==> config.mk <==
export PLATFORM = sky130hd
export DESIGN_NAME = psic_cal_engine_flat
export DESIGN_NICKNAME = d
export VERILOG_FILES = /design/src/rtl/psic_cal_engine_if.sv /design/src/rtl/psic_cal_engine.sv /design/src/flat_wrapper.sv
export SDC_FILE = /design/constraint.sdc
export NUM_CORES = 1
export LEC_CHECK = 0
export ABC_AREA = 1
export ABC_CLOCK_PERIOD_IN_PS = 12800
export BUFFER_PORTS_ARGS = -buffer_cell sky130_fd_sc_hd__buf_2
export CAP_MARGIN = 40
export CORE_MARGIN = 4
export CORE_UTILIZATION = 45
export CTS_CLUSTER_SIZE = 16
export DETAILED_ROUTE_END_ITERATION = 6
export SLEW_MARGIN = 20
export SYNTH_ARGS = -nofsm -noshare
export SYNTH_HDL_FRONTEND = slang
export SYNTH_SLANG_ARGS = --single-unit
export TNS_END_PERCENT = 30
==> constraint.sdc <==
create_clock -name clk -period 12.8 [get_ports clk]
set_clock_uncertainty 0.05 [all_clocks]
set_input_delay 1.92 -clock clk [delete_from_list [all_inputs] [get_ports clk]]
set_output_delay 1.92 -clock clk [all_outputs]
set_load 0.005 [all_outputs]
==> src/rtl/psic_cal_engine_if.sv <==
// Command / response / A2D bundle for psic_cal_engine.
// master: command decoder + A2D converter side; slave: the calibration engine.
interface psic_cal_if #(
    parameter int DATA_W = 16
);
    // command side
    logic              cmd_vld;
    logic [2:0]        cmd_op;
    logic [2:0]        cmd_ch;
    logic [DATA_W-1:0] cmd_data;
    // response side
    logic              rsp_vld;
    logic [DATA_W-1:0] rsp_data;
    logic              cmd_err;
    logic              busy;
    // A2D converter side
    logic              a2d_strt;
    logic [3:0]        a2d_sel;
    logic              a2d_cmplt;
    logic [DATA_W-1:0] a2d_res;

    modport master (
        output cmd_vld, cmd_op, cmd_ch, cmd_data, a2d_cmplt, a2d_res,
        input  rsp_vld, rsp_data, cmd_err, busy, a2d_strt, a2d_sel
    );

    modport slave (
        input  cmd_vld, cmd_op, cmd_ch, cmd_data, a2d_cmplt, a2d_res,
        output rsp_vld, rsp_data, cmd_err, busy, a2d_strt, a2d_sel
    );
endinterface

==> src/rtl/psic_cal_engine.sv <==
// Multi-channel pressure sensor calibration engine.
// Per channel it stores Tco, Offset and Gain (signed Q2.(DATA_W-2)) and
// answers corrected reads with sat(Gain * (P + Offset + Tco * PTAT)),
// raw reads with P, and coefficient readbacks. One shared multiplier is
// time-multiplexed between the Tco and Gain products.
module psic_cal_engine #(
    parameter int NUM_CH = 4,
    parameter int DATA_W = 16,
    parameter int TO_CYC = 1024
) (
    input  logic     clk,
    input  logic     rst,
    psic_cal_if.slave bus
);
    localparam int FRAC   = DATA_W - 2;
    localparam int SUM_W  = DATA_W + 3;
    localparam int PROD_W = DATA_W + SUM_W;
    localparam int CH_W   = (NUM_CH > 1) ? $clog2(NUM_CH) : 1;
    localparam int CH_N   = 1 << CH_W;
    localparam int CNT_W  = $clog2(TO_CYC + 1);

    localparam logic signed [DATA_W-1:0] UNITY   = {2'b01, {FRAC{1'b0}}};
    localparam logic signed [PROD_W-1:0] SAT_MAX =
        {{(PROD_W-DATA_W+1){1'b0}}, {(DATA_W-1){1'b1}}};
    localparam logic signed [PROD_W-1:0] SAT_MIN =
        {{(PROD_W-DATA_W+1){1'b1}}, {(DATA_W-1){1'b0}}};

    localparam logic [2:0] OP_CORR    = 3'd0;
    localparam logic [2:0] OP_RAW     = 3'd1;
    localparam logic [2:0] OP_RDBK    = 3'd2;
    localparam logic [2:0] OP_WR_TCO  = 3'd5;
    localparam logic [2:0] OP_WR_OFF  = 3'd6;
    localparam logic [2:0] OP_WR_GAIN = 3'd7;

    typedef enum logic [3:0] {
        S_IDLE, S_WR, S_RD_COEF, S_STRT_P, S_WAIT_P,
        S_STRT_T, S_WAIT_T, S_MUL_T, S_MUL_G, S_RESP
    } state_e;

    state_e                    state_q;
    logic [2:0]                op_q;
    logic [2:0]                ch_q;
    logic [DATA_W-1:0]         data_q;
    logic signed [DATA_W-1:0]  p_q;
    logic signed [DATA_W-1:0]  ptat_q;
    logic signed [SUM_W-1:0]   sum_q;
    logic [CNT_W-1:0]          to_cnt_q;

    logic                      rsp_vld_q;
    logic [DATA_W-1:0]         rsp_data_q;
    logic                      cmd_err_q;
    logic                      busy_q;
    logic                      a2d_strt_q;
    logic [3:0]                a2d_sel_q;

    // Storage is rounded up to a power of two so the channel index needs no
    // range guard; only legal channels are ever written or read.
    logic signed [DATA_W-1:0]  tco_q  [CH_N];
    logic signed [DATA_W-1:0]  off_q  [CH_N];
    logic signed [DATA_W-1:0]  gain_q [CH_N];

    logic [CH_W-1:0]           ch_idx;
    logic [CH_W-1:0]           cmd_idx;
    logic                      cmd_legal;
    logic signed [DATA_W-1:0]  coef_sel;
    logic signed [DATA_W-1:0]  mul_a;
    logic signed [SUM_W-1:0]   mul_b;
    logic signed [PROD_W-1:0]  prod;
    logic signed [PROD_W-1:0]  prod_sh;
    logic signed [SUM_W-1:0]   sum_d;
    logic signed [DATA_W-1:0]  sat_d;

    assign ch_idx  = ch_q[CH_W-1:0];
    assign cmd_idx = bus.cmd_ch[CH_W-1:0];

    // Legality of the command presented on the bus this cycle.
    always_comb begin
        cmd_legal = 1'b1;
        if ({29'd0, bus.cmd_ch} >= 32'(NUM_CH)) begin
            cmd_legal = 1'b0;
        end
        case (bus.cmd_op)
            3'd3, 3'd4: cmd_legal = 1'b0;
            OP_RDBK:    if (bus.cmd_data[1:0] == 2'd0) cmd_legal = 1'b0;
            default:    ;
        endcase
    end

    // Coefficient selected by a readback command (select 0 never gets here).
    always_comb begin
        case (data_q[1:0])
            2'd1:    coef_sel = tco_q[ch_idx];
            2'd2:    coef_sel = off_q[ch_idx];
            default: coef_sel = gain_q[ch_idx];
        endcase
    end

    // Shared multiplier: Tco*PTAT in MUL_T, Gain*sum in MUL_G; floor shifts.
    always_comb begin
        mul_a   = tco_q[ch_idx];
        mul_b   = {{3{ptat_q[DATA_W-1]}}, ptat_q};
        if (state_q == S_MUL_G) begin
            mul_a = gain_q[ch_idx];
            mul_b = sum_q;
        end
        prod    = PROD_W'(mul_a) * PROD_W'(mul_b);
        prod_sh = prod >>> FRAC;
        sum_d   = {{3{p_q[DATA_W-1]}}, p_q}
                + {{3{off_q[ch_idx][DATA_W-1]}}, off_q[ch_idx]}
                + prod_sh[SUM_W-1:0];
        if (prod_sh > SAT_MAX) begin
            sat_d = SAT_MAX[DATA_W-1:0];
        end else if (prod_sh < SAT_MIN) begin
            sat_d = SAT_MIN[DATA_W-1:0];
        end else begin
            sat_d = prod_sh[DATA_W-1:0];
        end
    end

    // Control FSM with registered outputs, coefficient store and datapath regs.
    always_ff @(posedge clk) begin
        if (rst) begin
            state_q    <= S_IDLE;
            op_q       <= '0;
            ch_q       <= '0;
            data_q     <= '0;
            p_q        <= '0;
            ptat_q     <= '0;
            sum_q      <= '0;
            to_cnt_q   <= '0;
            rsp_vld_q  <= 1'b0;
            rsp_data_q <= '0;
            cmd_err_q  <= 1'b0;
            busy_q     <= 1'b0;
            a2d_strt_q <= 1'b0;
            a2d_sel_q  <= '0;
            for (int i = 0; i < CH_N; i++) begin
                tco_q[i]  <= '0;
                off_q[i]  <= '0;
                gain_q[i] <= UNITY;
            end
        end else begin
            rsp_vld_q  <= 1'b0;
            cmd_err_q  <= 1'b0;
            a2d_strt_q <= 1'b0;

            // Any command arriving outside IDLE is dropped and flagged.
            if (bus.cmd_vld && state_q != S_IDLE) begin
                cmd_err_q <= 1'b1;
            end

            case (state_q)
                S_IDLE: begin
                    if (bus.cmd_vld) begin
                        if (!cmd_legal) begin
                            cmd_err_q <= 1'b1;
                        end else begin
                            op_q   <= bus.cmd_op;
                            ch_q   <= bus.cmd_ch;
                            data_q <= bus.cmd_data;
                            busy_q <= 1'b1;
                            // Writes land at acceptance so the new value is
                            // live from the following cycle; WR only echoes.
                            case (bus.cmd_op)
                                OP_WR_TCO: begin
                                    tco_q[cmd_idx] <= bus.cmd_data;
                                    state_q        <= S_WR;
                                end
                                OP_WR_OFF: begin
                                    off_q[cmd_idx] <= bus.cmd_data;
                                    state_q        <= S_WR;
                                end
                                OP_WR_GAIN: begin
                                    gain_q[cmd_idx] <= bus.cmd_data;
                                    state_q         <= S_WR;
                                end
                                OP_RDBK: state_q <= S_RD_COEF;
                                default: begin
                                    state_q    <= S_STRT_P;
                                    a2d_strt_q <= 1'b1;
                                    a2d_sel_q  <= {bus.cmd_ch, 1'b0};
                                end
                            endcase
                        end
                    end
                end
                S_WR: begin
                    rsp_data_q <= data_q;
                    rsp_vld_q  <= 1'b1;
                    state_q    <= S_RESP;
                end
                // Loads the result register: coefficient, or P for a raw read.
                S_RD_COEF: begin
                    rsp_data_q <= (op_q == OP_RAW) ? p_q : coef_sel;
                    rsp_vld_q  <= 1'b1;
                    state_q    <= S_RESP;
                end
                S_STRT_P: begin
                    to_cnt_q <= '0;
                    state_q  <= S_WAIT_P;
                end
                S_WAIT_P: begin
                    if (bus.a2d_cmplt) begin
                        p_q <= bus.a2d_res;
                        if (op_q == OP_RAW) begin
                            state_q <= S_RD_COEF;
                        end else begin
                            state_q    <= S_STRT_T;
                            a2d_strt_q <= 1'b1;
                            a2d_sel_q  <= {ch_q, 1'b1};
                        end
                    end else if (to_cnt_q == CNT_W'(TO_CYC - 1)) begin
                        cmd_err_q <= 1'b1;
                        busy_q    <= 1'b0;
                        state_q   <= S_IDLE;
                    end else begin
                        to_cnt_q <= to_cnt_q + CNT_W'(1);
                    end
                end
                S_STRT_T: begin
                    to_cnt_q <= '0;
                    state_q  <= S_WAIT_T;
                end
                S_WAIT_T: begin
                    if (bus.a2d_cmplt) begin
                        ptat_q  <= bus.a2d_res;
                        state_q <= S_MUL_T;
                    end else if (to_cnt_q == CNT_W'(TO_CYC - 1)) begin
                        cmd_err_q <= 1'b1;
                        busy_q    <= 1'b0;
                        state_q   <= S_IDLE;
                    end else begin
                        to_cnt_q <= to_cnt_q + CNT_W'(1);
                    end
                end
                S_MUL_T: begin
                    sum_q   <= sum_d;
                    state_q <= S_MUL_G;
                end
                S_MUL_G: begin
                    rsp_data_q <= sat_d;
                    rsp_vld_q  <= 1'b1;
                    state_q    <= S_RESP;
                end
                S_RESP: begin
                    busy_q  <= 1'b0;
                    state_q <= S_IDLE;
                end
                default: begin
                    busy_q  <= 1'b0;
                    state_q <= S_IDLE;
                end
            endcase
        end
    end

    assign bus.rsp_vld  = rsp_vld_q;
    assign bus.rsp_data = rsp_data_q;
    assign bus.cmd_err  = cmd_err_q;
    assign bus.busy     = busy_q;
    assign bus.a2d_strt = a2d_strt_q;
    assign bus.a2d_sel  = a2d_sel_q;

    // op_q values other than raw steer only through the state sequence.
    logic unused_ok;
    assign unused_ok = &{1'b0, (op_q == OP_CORR)};
endmodule
==> src/flat_wrapper.sv <==
// flat-port wrapper written by rule: the top's interface ports become plain ports
module psic_cal_engine_flat 
#(
    parameter int NUM_CH = 4,
    parameter int DATA_W = 16,
    parameter int TO_CYC = 1024
)
  (clk, rst, bus_cmd_vld, bus_cmd_op, bus_cmd_ch, bus_cmd_data, bus_a2d_cmplt, bus_a2d_res, bus_rsp_vld, bus_rsp_data, bus_cmd_err, bus_busy, bus_a2d_strt, bus_a2d_sel);
  psic_cal_if #(.DATA_W(DATA_W)) bus_i ();
  input  logic clk;
  input  logic rst;
  input wire logic [$bits(bus_i.cmd_vld)-1:0] bus_cmd_vld;
  input wire logic [$bits(bus_i.cmd_op)-1:0] bus_cmd_op;
  input wire logic [$bits(bus_i.cmd_ch)-1:0] bus_cmd_ch;
  input wire logic [$bits(bus_i.cmd_data)-1:0] bus_cmd_data;
  input wire logic [$bits(bus_i.a2d_cmplt)-1:0] bus_a2d_cmplt;
  input wire logic [$bits(bus_i.a2d_res)-1:0] bus_a2d_res;
  output wire logic [$bits(bus_i.rsp_vld)-1:0] bus_rsp_vld;
  output wire logic [$bits(bus_i.rsp_data)-1:0] bus_rsp_data;
  output wire logic [$bits(bus_i.cmd_err)-1:0] bus_cmd_err;
  output wire logic [$bits(bus_i.busy)-1:0] bus_busy;
  output wire logic [$bits(bus_i.a2d_strt)-1:0] bus_a2d_strt;
  output wire logic [$bits(bus_i.a2d_sel)-1:0] bus_a2d_sel;
  assign bus_i.cmd_vld = bus_cmd_vld;
  assign bus_i.cmd_op = bus_cmd_op;
  assign bus_i.cmd_ch = bus_cmd_ch;
  assign bus_i.cmd_data = bus_cmd_data;
  assign bus_i.a2d_cmplt = bus_a2d_cmplt;
  assign bus_i.a2d_res = bus_a2d_res;
  assign bus_rsp_vld = bus_i.rsp_vld;
  assign bus_rsp_data = bus_i.rsp_data;
  assign bus_cmd_err = bus_i.cmd_err;
  assign bus_busy = bus_i.busy;
  assign bus_a2d_strt = bus_i.a2d_strt;
  assign bus_a2d_sel = bus_i.a2d_sel;
  psic_cal_engine #(.NUM_CH(NUM_CH), .DATA_W(DATA_W), .TO_CYC(TO_CYC)) u_core (.clk(clk), .rst(rst), .bus(bus_i));
endmodule
## Yosys cells after proc, flatten, opt, wreduce, memory -nomap -nowiden

Memories as Yosys holds them, arrays and structs flattened. A register that Yosys moved wholly into a read port is not among the register bits.
Index checks and enable logic that the tools add are counted.

| storage, ports and cells | value |
|---|---|
| output and inout port bits | 24 |
| memories kept | 3 |
| bits of input ports | 42 |
| bits in registers | 112 |
| bits in latches | 0 |
| bits in writable memories | 192 |
| logic and storage cells | 155 |
| memory bits (read-only) | 0 |

Memory list:

| memory | depth | width | rd ports | clocked after Yosys merged registers in | wr ports | RTL line | RTL |
|---|---|---|---|---|---|---|---|
| u_core.gain_q | 4 | 16 | 1 | 1 | 4 | psic_cal_engine.sv:60 | `logic signed [DATA_W-1:0] gain_q [CH_N];` |
| u_core.off_q | 4 | 16 | 1 | 1 | 4 | psic_cal_engine.sv:59 | `logic signed [DATA_W-1:0] off_q [CH_N];` |
| u_core.tco_q | 4 | 16 | 1 | 1 | 4 | psic_cal_engine.sv:58 | `logic signed [DATA_W-1:0] tco_q [CH_N];` |

| cells by class | value |
|---|---|
| bitwise logic cells | 1 |
| $add $sub $neg | 3 |
| shifts and indexed selects | 0 |
| div/mod/pow operators | 0 |
| equality and inequality tests | 26 |
| $lt $le $gt $ge | 3 |
| multiply operators | 1 |
| muxes and demuxes | 80 |
| reduce and logical (&&, ||, !) cells | 24 |

Operator list:

| operator | count |
|---|---|
| two-way mux 16 bit | 7 |
| one-hot mux 16 bit (3 select lines) | 1 |
| OR reduction 16 bit | 3 |
| two-way mux 1 bit | 40 |
| two-way mux 4 bit | 10 |
| multiplier 16 x 19 -> 35 bit | 1 |
| one-hot mux 16 bit (2 select lines) | 1 |
| one-hot mux 4 bit (7 select lines) | 1 |
| two-way mux 11 bit | 2 |
| one-hot mux 11 bit (2 select lines) | 1 |
| > comparator 21 x 16 -> 1 bit (second input constant) | 1 |
| less-than comparator 21 x 16 -> 1 bit (second input constant) | 1 |
| adder 19 bit | 1 |
| two-way mux 19 bit | 1 |
| two-way mux 2 bit | 9 |
| adder 16 x 16 -> 17 bit | 1 |
| equality test 4 x 3 -> 1 bit (second input constant) | 4 |
| equality test 3 bit (second input constant) | 4 |
| inequality test 2 bit (second input constant) | 6 |
| adder 11 x 1 -> 11 bit (second input constant) | 1 |
| equality test 11 x 10 -> 1 bit (second input constant) | 1 |
| equality test 4 x 2 -> 1 bit (second input constant) | 2 |
| one-hot mux 4 bit (2 select lines) | 1 |
| equality test 3 x 2 -> 1 bit (second input constant) | 2 |
| other kinds (26) | 36 |

## Depth between registers and ports, before layout

| logic depth | value |
|---|---|
| depth after elaboration | 11 |
| mapped depth | 49 |

## Worst setup path before layout

Ideal clock, no wire load.

| timing | value |
|---|---|
| path kind | register to register |
| from | register (tool-made name) |
| to | register u_core.sum_q[16] |
| clock period less this slack | 8,140 ps |
| cell stages (with the launch flop) | 45 |
| data required time | 12,641 ps |
| arrival time | 7,981 ps |
| path buffers | 5 |
| setup slack | 4,660 ps |
| cell sequence | dfxtp_1 buf_6 inv_4 buf_6 clkbuf_1 buf_1 nand2_1 nand3_1 a31oi_1 clkbuf_1 nor2_1 fa_1 inv_1 fa_1 fa_1 inv_1 fa_1 fa_1 [9 not listed] xnor2_1 ha_1 a21o_1 nand3_1 nand2_1 nand2_1 o211ai_1 o21bai_1 nand3_1 nand2_1 a31oi_1 nor2_1 o21ai_0 nand2_1 nand2_1 nand3_1 nand2_1 inv_1 |

RTL lines:

| what | RTL line | RTL |
|---|---|---|
| end signal, assigned | psic_cal_engine.sv:237 | `sum_q <= sum_d;` |
| end, declared | psic_cal_engine.sv:46 | `logic signed [SUM_W-1:0] sum_q;` |

==> impl_metrics.tcl <==
set metrics [dict create \
    ys_ff_latch 306 \
    cp.required_ns 13.22 \
    yosysUniqueCellTypes 49 \
    synthAdderAreaFrac_pct 28.5 \
    worst_pin_slew_ns 0.851 \
    worstSetupPathType "flip-flop to flip-flop" \
    clk_pin_slew_ns 0.07 \
    layout_min_cycle_time_ns 10.36 \
    end_kind "flip-flop" \
    rsz0062_at_grt "false" \
    cts_tree "yes" \
    grt_pass1_wl_mm 132 \
    gp_congestion 0.951 \
    ff2ff_path_depth 38 \
    hold_viol 0 \
    grt_max_degree 59 \
    wirelength_mm 84.7 \
    port_buffers 65 \
    drc 0 \
    synth-edff-count 192 \
    dpl_worst_slack_ns 2.60 \
    ant_nets 0 \
    synth_compound_area_share_pct 10.7 \
    seq_area_frac_synth_pct 30.0 \
    vias 22150 \
    track_usage_pct 26.6 \
    cts_sinks 306 \
    drv_slew 0 \
    synth_top_area_cell "fa_1" \
    regToRegSetupSlack_ns 2.44 \
    setup_tns_ns 0 \
    rows 89 \
    syn_avg_cell_area_sq_um 8.23 \
    postCtsSetupRepairBufs 0 \
    slew_headroom_pct 43.2 \
    viasPerCell 5.45 \
    drt_iter0_drc 1676 \
    outcome "completed" \
    io-pin-count 66 \
    grt_pass1_vias 22993 \
    root_buffer "clkbuf_16" \
    nNetsFinal 3738 \
    synth_top_family_by_area "adder cells" \
    hold_depth 2 \
    synthMuxAreaShare_pct 0 \
    area_delta_synth_final_pct 7.80 \
    worstSkewPairLatency_ns 0.58 \
    h-tree-depth 1 \
    synth_area_sq_mm 0.0268 \
    fin_ws_ns 2.44 \
    grt_antenna_before_repair 0 \
    finalCritPeriodShare_pct 80.9 \
    holdBufCountCts 0 \
    dieHeight_um 252 \
    cp_data_arrival_time_ns 10.77 \
    ys_async_sr_fraction_pct 0 \
    cts-resized-gates 0 \
    syn_inst 3257 \
    layout-drive-gt1-share_pct 7.26 \
    max_clock_freq_ghz 0.0966 \
    diodes 0 \
    synth-xor-area-share_pct 1.86 \
    max_stage_delay_ns 0.81 \
    drv_cap 0 \
    floorplan.initialDensity_pct 45.4 \
    holdWs_ns 0.388 \
    wl_per_cell_um 20.8 \
    dieArea_sq_mm 0.0636 \
    synth.area.top_cells "fa_1 23%, edfxtp_1 21%, dfxtp_1 8.5%, nand2_1 8.1%, inv_1 7.8%" \
    hp-start "u_core.to_cnt_q[10]$_SDFFE_PP0P_" \
    syn_nets 3726 \
    ys_warn_count 0 \
    cpMaxStageDelayCell "clkinv_1" \
    place_hpwl_mm 64.6 \
    overflow 0 \
    r2r-end "u_core.sum_q[13]$_SDFFE_PP0P_" \
    die_w_um 252 \
    cts.path.max_buffers 3 \
    synth_top_area_share_pct 22.8 \
    setup.worst_path.start_class "flip-flop" \
    worst-path-max-fanout 43 \
    drt_pre_antenna_iters 6 \
    whs_endpoint "u_core.to_cnt_q[10]$_SDFFE_PP0P_" \
    yosys.area_share.simple_pct 18.7 \
    cts_buffers 30 \
    setup_violations 0 \
    core-area_sq_mm 0.0590 \
    ys.flop_type "edfxtp_1" \
    worstHoldPathType "flip-flop to flip-flop" \
]
[cell usage in the layout, fill, tap and decap left out, types with 21 or more instances in the layout]
cell | synthesis | layout
ha_1 | 122 | 122
a21oi_1 | 177 | 177
edfxtp_1 | 192 | 192
fa_1 | 305 | 305
nor3_1 | 63 | 62
o21ai_0 | 228 | 221
buf_2 | 6 | 67
clkbuf_16 | 0 | 30
nand3_1 | 67 | 67
a31oi_1 | 22 | 21
nand2_2 | 27 | 27
dfxtp_1 | 114 | 113
buf_4 | 2 | 51
nor2_1 | 441 | 441
xor2_1 | 40 | 40
o21ai_1 | 19 | 26
inv_1 | 556 | 555
nand2_1 | 582 | 582
[final cells by class]
class | count | area (sq um)
repair buffers | 122 | 778
well taps | 773 | 967
clock buffers | 39 | 795
inverters | 573 | 2160
fillers | 5714 | 30100
clock inverters | 16 | 124
multi-input cells | 2236 | 16000
flip-flops and latches | 306 | 8050
[cell usage after synthesis, drive strengths merged, types with 3 or more instances]
cell type,number
dfxtp,114
nand4,10
buf,26
o21ai,248
nor3,63
nand3,73
nor2,453
xor2,40
clkinv,8
inv,565
a211oi,3
nor4,7
and2,3
ha,122
xnor2,17
fa,305
a21oi,187
o21bai,8
clkbuf,116
o22ai,16
a21o,5
a32o,14
and3,3
a31oi,22
o21a,5
o211ai,8
edfxtp,192
nand2,612
[routing by layer]
layer / global-route usage [%] / share of wire (%) / vias up
met3: 3.47 / 6.7 / 197
met1: 34.9 / 41 / 10833
met4: 11.2 / 4.9 / 0
li1: - / - / 10259
met5: 0 / 0 / -
met2: 44.8 / 47 / 861
[worst max-delay path, delay by kind of cell (launching register included)]
family	cells	cell delay, ns
buf+inv	10	2.49
flops	1	0.30
simple gates	7	0.91
xor+xnor	2	0.46
compound gates	11	2.35
fa+ha+maj	8	3.66
[cell families after synthesis]
logic type               Yosys count
flip-flops                       306
AO/OA/AOI/OAI                    523
buffers and inverters            715
AND/OR/NAND/NOR                 1229
adder cells (fa/ha/maj)          427
XOR/XNOR                          57
[how the worst max path moves through the flow]
stage | endpoint | cells after the start | startpoint | slack, ns
3_5_place_dp | u_core.sum_q[13]$_SDFFE_PP0P_ | 38 | flip-flop | 2.60
5_1_grt | u_core.sum_q[13]$_SDFFE_PP0P_ | 41 | flip-flop | 1.74
4_1_cts | u_core.sum_q[18]$_SDFFE_PP0P_ | 38 | flip-flop | 2.54
3_3_place_gp | u_core.sum_q[18]$_SDFFE_PP0P_ | 39 | flip-flop | 2.49
6_report | u_core.sum_q[13]$_SDFFE_PP0P_ | 38 | flip-flop | 2.44
2_1_floorplan | u_core.sum_q[16]$_SDFFE_PP0P_ | 44 | flip-flop | 4.66
[flip-flops by register name, indices dropped and copies added, names as in the netlist, 16 cells and up, named ones only]
name / flops
u_core.sum_q: 19
u_core.gain_q: 64
u_core.tco_q: 64
u_core.bus.rsp_data: 16
u_core.data_q: 16
u_core.ptat_q: 16
u_core.off_q: 64
u_core.p_q: 16
[through the flow]
stage | cells | utilization (%) | cell area [sq um]
floorplan | 3257 | - | 26800
finish | 4065 | 49.0 | 28900
global route | 4065 | 49.0 | 28900
detailed placement | 4010 | 47.4 | 28000
CTS | 4065 | 49.0 | 28900
global placement | 4001 | 47.3 | 27900
Power is left out: the tool's default activity adds up to more than one toggle a clock period on the data nets, which glitch-free logic cannot reach.
